File: config.mk
export PLATFORM = sky130hd
export DESIGN_NAME = tranif_mbe_encoder_flat
export DESIGN_NICKNAME = d
export VERILOG_FILES = /design/src/rtl/tranif_mbe_encoder_if.sv /design/src/rtl/tranif_mbe_encoder.sv /design/src/flat_wrapper.sv
export SDC_FILE = /design/constraint.sdc
export NUM_CORES = 1
export LEC_CHECK = 0
export ABC_AREA = 1
export CORE_MARGIN = 3
export CORE_UTILIZATION = 23
export DETAILED_ROUTE_END_ITERATION = 8
export GPL_TIMING_DRIVEN = 0
export HOLD_SLACK_MARGIN = 0.02
export PLACE_DENSITY = 0.58
export SETUP_SLACK_MARGIN = 0.05
export SYNTH_ARGS = -nofsm -noshare
export SYNTH_HDL_FRONTEND = slang
export SYNTH_SLANG_ARGS = --single-unit
export TNS_END_PERCENT = 30
File: constraint.sdc
create_clock -name clk -period 0.8 [get_ports clk]
set_input_delay 0.16 -clock clk [delete_from_list [all_inputs] [get_ports clk]]
set_output_delay 0.16 -clock clk [all_outputs]
set_load 0.05 [all_outputs]
File: src/rtl/tranif_mbe_encoder_if.sv
// Purpose: bus bundle between the multiplier-word producer and the radix-4
//          modified-Booth encoder stage.
// Signals:
//   valid_in  - producer -> encoder, y is valid this cycle
//   y         - producer -> encoder, multiplier word (WIDTH bits)
//   valid_out - encoder  -> consumer, registered valid_in
//   single    - encoder  -> consumer, per-digit "select 1x multiplicand" (N bits)
//   double    - encoder  -> consumer, per-digit "select 2x multiplicand" (N bits)
//   neg       - encoder  -> consumer, per-digit "negate selected multiplicand" (N bits)
//   zero      - encoder  -> consumer, per-digit "digit value is 0" (N bits)
// Modports: master = producer/consumer side, slave = encoder side.
interface tranif_mbe_encoder_if #(
  parameter int unsigned WIDTH  = 8,
  parameter bit          SIGNED = 1'b1
);
  // Unsigned words need one extra digit to absorb the zero-extension.
  localparam int unsigned N = SIGNED ? (WIDTH / 2) : (WIDTH / 2 + 1);

  logic             valid_in;
  logic [WIDTH-1:0] y;
  logic             valid_out;
  logic [N-1:0]     single;
  logic [N-1:0]     double;
  logic [N-1:0]     neg;
  logic [N-1:0]     zero;

  modport master (
    output valid_in, y,
    input  valid_out, single, double, neg, zero
  );

  modport slave (
    input  valid_in, y,
    output valid_out, single, double, neg, zero
  );
endinterface

File: src/rtl/tranif_mbe_encoder.sv
// Purpose: registered radix-4 modified-Booth encoder array. Slices the
//          multiplier word into overlapping 3-bit groups and emits, one clock
//          later, the per-digit single/double/neg/zero select lines for the
//          partial-product mux rows.
// Parameters:
//   WIDTH  - multiplier width, even and >= 4
//   SIGNED - 1: two's-complement y, WIDTH/2 digits
//            0: unsigned y (zero-extended by 2 bits), WIDTH/2+1 digits
// Ports:
//   clk     - rising-edge clock
//   reset_n - synchronous active-low reset
//   bus     - slave side of tranif_mbe_encoder_if (valid_in/y in,
//             valid_out/single/double/neg/zero out)
module tranif_mbe_encoder #(
  parameter int unsigned WIDTH  = 8,
  parameter bit          SIGNED = 1'b1
) (
  input  logic                  clk,
  input  logic                  reset_n,
  tranif_mbe_encoder_if.slave   bus
);

  localparam int unsigned N  = SIGNED ? (WIDTH / 2) : (WIDTH / 2 + 1);
  // Digit N-1 reads e[2N:2N-2], so exactly 2N+1 extended bits are needed.
  localparam int unsigned EW = 2 * N + 1;

  logic [EW-1:0] w_e;
  logic [N-1:0]  w_single;
  logic [N-1:0]  w_double;
  logic [N-1:0]  w_neg;
  logic [N-1:0]  w_zero;

  logic          r_valid;
  logic [N-1:0]  r_single;
  logic [N-1:0]  r_double;
  logic [N-1:0]  r_neg;
  logic [N-1:0]  r_zero;

  // Extended operand {ext, y, y[-1]=0}; a signed word's top digit already
  // sees the sign bit as x2, so no sign replication bits are ever read.
  if (SIGNED) begin : g_ext_signed
    assign w_e = {bus.y, 1'b0};
  end else begin : g_ext_unsigned
    assign w_e = {2'b00, bus.y, 1'b0};
  end

  // Per-digit mbe_1x cell; triple 111 intentionally gives neg=1, magnitude 0.
  for (genvar gi = 0; gi < int'(N); gi++) begin : g_digit
    logic w_x2;
    logic w_x1;
    logic w_x0;
    assign w_x2          = w_e[2*gi+2];
    assign w_x1          = w_e[2*gi+1];
    assign w_x0          = w_e[2*gi];
    assign w_single[gi]  = w_x1 ^ w_x0;
    assign w_double[gi]  = (w_x2 ^ w_x0) & ~w_single[gi];
    assign w_neg[gi]     = w_x2;
    assign w_zero[gi]    = ~w_single[gi] & ~w_double[gi];
  end

  // Single pipeline stage; digit lines update every cycle regardless of valid.
  always_ff @(posedge clk) begin
    if (!reset_n) begin
      r_valid  <= 1'b0;
      r_single <= '0;
      r_double <= '0;
      r_neg    <= '0;
      r_zero   <= '1;
    end else begin
      r_valid  <= bus.valid_in;
      r_single <= w_single;
      r_double <= w_double;
      r_neg    <= w_neg;
      r_zero   <= w_zero;
    end
  end

  assign bus.valid_out = r_valid;
  assign bus.single    = r_single;
  assign bus.double    = r_double;
  assign bus.neg       = r_neg;
  assign bus.zero      = r_zero;

endmodule

File: src/flat_wrapper.sv
// flat-port wrapper written by rule: the top's interface ports become plain ports
module tranif_mbe_encoder_flat 
#(
  parameter int unsigned WIDTH  = 8,
  parameter bit          SIGNED = 1'b1
)
  (clk, reset_n, bus_valid_in, bus_y, bus_valid_out, bus_single, bus_double, bus_neg, bus_zero);
  tranif_mbe_encoder_if #(.WIDTH(WIDTH), .SIGNED(SIGNED)) bus_i ();
  input  logic clk;
  input  logic reset_n;
  input wire logic [$bits(bus_i.valid_in)-1:0] bus_valid_in;
  input wire logic [$bits(bus_i.y)-1:0] bus_y;
  output wire logic [$bits(bus_i.valid_out)-1:0] bus_valid_out;
  output wire logic [$bits(bus_i.single)-1:0] bus_single;
  output wire logic [$bits(bus_i.double)-1:0] bus_double;
  output wire logic [$bits(bus_i.neg)-1:0] bus_neg;
  output wire logic [$bits(bus_i.zero)-1:0] bus_zero;
  assign bus_i.valid_in = bus_valid_in;
  assign bus_i.y = bus_y;
  assign bus_valid_out = bus_i.valid_out;
  assign bus_single = bus_i.single;
  assign bus_double = bus_i.double;
  assign bus_neg = bus_i.neg;
  assign bus_zero = bus_i.zero;
  tranif_mbe_encoder #(.WIDTH(WIDTH), .SIGNED(SIGNED)) u_core (.clk(clk), .reset_n(reset_n), .bus(bus_i));
endmodule
==> metrics.txt <==
status finished, violations left; violated checks negative setup slack; hold slack 115 ps; number of top-level pins 28; CTS Buf Count 3; area of the die 3160 um^2; fmax 1.08 GHz; CTS tree done; ant diodes 0; RSZ-0062 raised after global routing true; Pleak 0.566 nW; row count 17; final non-filler cell total 135; Buf+Inv Stages, Crit Path 1; root buf cell clkbuf_4; postcts setup bufs 0; largest cells by area after synthesis dfxtp_1 (59%), nand2_1 (18%), inv_1 (12%); DR WL/cell 8.84 um; Post-Syn Area 579 um^2; DRC errors left 0; TritonRoute pass-1 iters 2; Reg clk slew, reported paths 90 ps; crit path DAT 770 ps; routed wl met2 589 um; count of cell types in the netlist 8; post-route setup slack -128 ps; Post-Syn Instances 76; critical path's slowest cell dfxtp_2; #FFs+latches synth 17; Starting Density 25.2%; Vias 546; Worst Tran Pin Value 196 ps; max-cap viol count 0; critical path class flop to output pin; crit-path max cell delay 350 ps; post-synthesis sequential area ratio 58.7%; # H-tree levels 1; Total GRT Usage 8.34%; setup tns final -1970 ps; antenna-violating nets left 0; CTS Sinks 17; # hold bufs at CTS 0; initial detailed-routing violation count 9; area post-placement 885 um^2; share of layout cells above drive strength 1 39.3%; Met1 Wirelength 494 um; pwr dens 1850 nW/um^2; class of the worst hold path primary input to flop; final setup violation count 17; CORE AREA 2300 um^2; post-synth top area cell dfxtp_1; VDD IR max 0.932 mV; Top delay family on crit path flip-flops; HPWL Detailed 944 um; fin crit share 116%; port bufs 27; first-pass GRT wire length 2080 um; synth warn 0; Synth top area share 58.7%; Crit path depth 1; initial antenna violation count 0; cell count after placement 131; met3 wire length 100 um; Post-Route WL 1190 um; final hold vios 0; highest routed layer met4; gr ovfl total 0; post-layout power 0.00187 W; largest net degree at the start of global routing 11; max-slew violation count 0; post-route minimum period 928 ps; fin nets 119; gpl congestion 0.733; Worst Setup End Kind output pin; number of buffers on the longest clock path 2; crit path max fanout 1; Syn Area/Cell 7.62 um^2; Worst slew margin 86.9%; Die Span Y 56.2 um; Worst Path Required 640 ps; Setup crit start kind flop; vias in the first global route 499; synth-to-layout area growth 74.3%; critical-path cell list buf_8; Worst Hold Depth 3; fin area 1010 um^2; syn nets 87; Via-to-Cell Ratio 4.04; die width 56.2 um
[layout make-up]
class                      count  area, um^2
tap                           28        35.0
timing repair buffer          27         343
buffer                         1        11.3
inverter                      19        71.3
clock buffer                   4        26.3
fill                         247        1290
sequential                    17         362
multi-input combinational     39         161
[repair_timing]
item / in CTS / in global routing
gates cloned: 0 / 0
pin swaps: 0 / 1
gates resized for setup: 150 / 9
endpoints found under the setup margin: 31 / 21
[synth_stat cells, drive strengths merged]
| cell type | n |
|---|---|
| dfxtp | 17 |
| nand2 | 28 |
| nor2 | 7 |
| nand3 | 4 |
| inv | 19 |
| buf | 1 |
[where the power goes]
| group | internal (W) | switching [W] |
|---|---|---|
| clock network | 0.000193 | 0.000238 |
| registers | 0.000911 | 0.0000310 |
| logic | 0.000205 | 0.000294 |
[kinds of logic after synthesis]
group                  share of synthesized area, %
buffers and inverters                          14.3
flip-flops                                     58.7
AND/OR/NAND/NOR                                27.0
[registers in the layout, summed over array words and instances (netlist names)]
| signal | cells |
|---|---|
| u_core.bus.double | 4 |
| u_core.bus.neg | 4 |
| u_core.bus.valid_out | 1 |
| u_core.bus.single | 4 |
| u_core.bus.zero | 4 |
[per-stage QoR]
step           setup WS [ps]  utilization [%]
6_report                -128             44.0
3_5_place_dp            -456             38.5
4_1_cts                 -137             42.7
5_1_grt                 -158             44.0
2_1_floorplan           52.7                -
3_3_place_gp            -458             38.5
[worst min-delay path, stage by stage]
cell,delay (ps)
dlymetal6s2s_1,110
nand2_1,60
inv_1,40
[routing by layer]
| metal | vias to the layer above | track usage (%) |
|---|---|---|
| met5 | - | 0 |
| met4 | 0 | 5.08 |
| met3 | 2 | 3.02 |
| met2 | 18 | 13.2 |
| met1 | 252 | 9.48 |
| li1 | 274 | - |
[path summary, 6_finish.rpt]
path | start | to | slack [ps]
hold / removal | bus_y[7] | u_core.bus.neg[3] | 110
setup / recovery | u_core.bus.neg[2] | bus_neg[2] | -130
[layout by cell type (no fill, tap or decap)]
master and instances:
clkbuf_4 3, inv_1 18, inv_2 1, nand3_2 1, buf_8 14, buf_6 4, clkdlybuf4s50_1 3, dlygate4sd2_1 5
dlymetal6s2s_1 2, nor2_1 7, nand2_2 2, clkbuf_1 1, nand3_1 3, nand2_1 26, dfxtp_2 17
(Power assumes the default switching activity.)
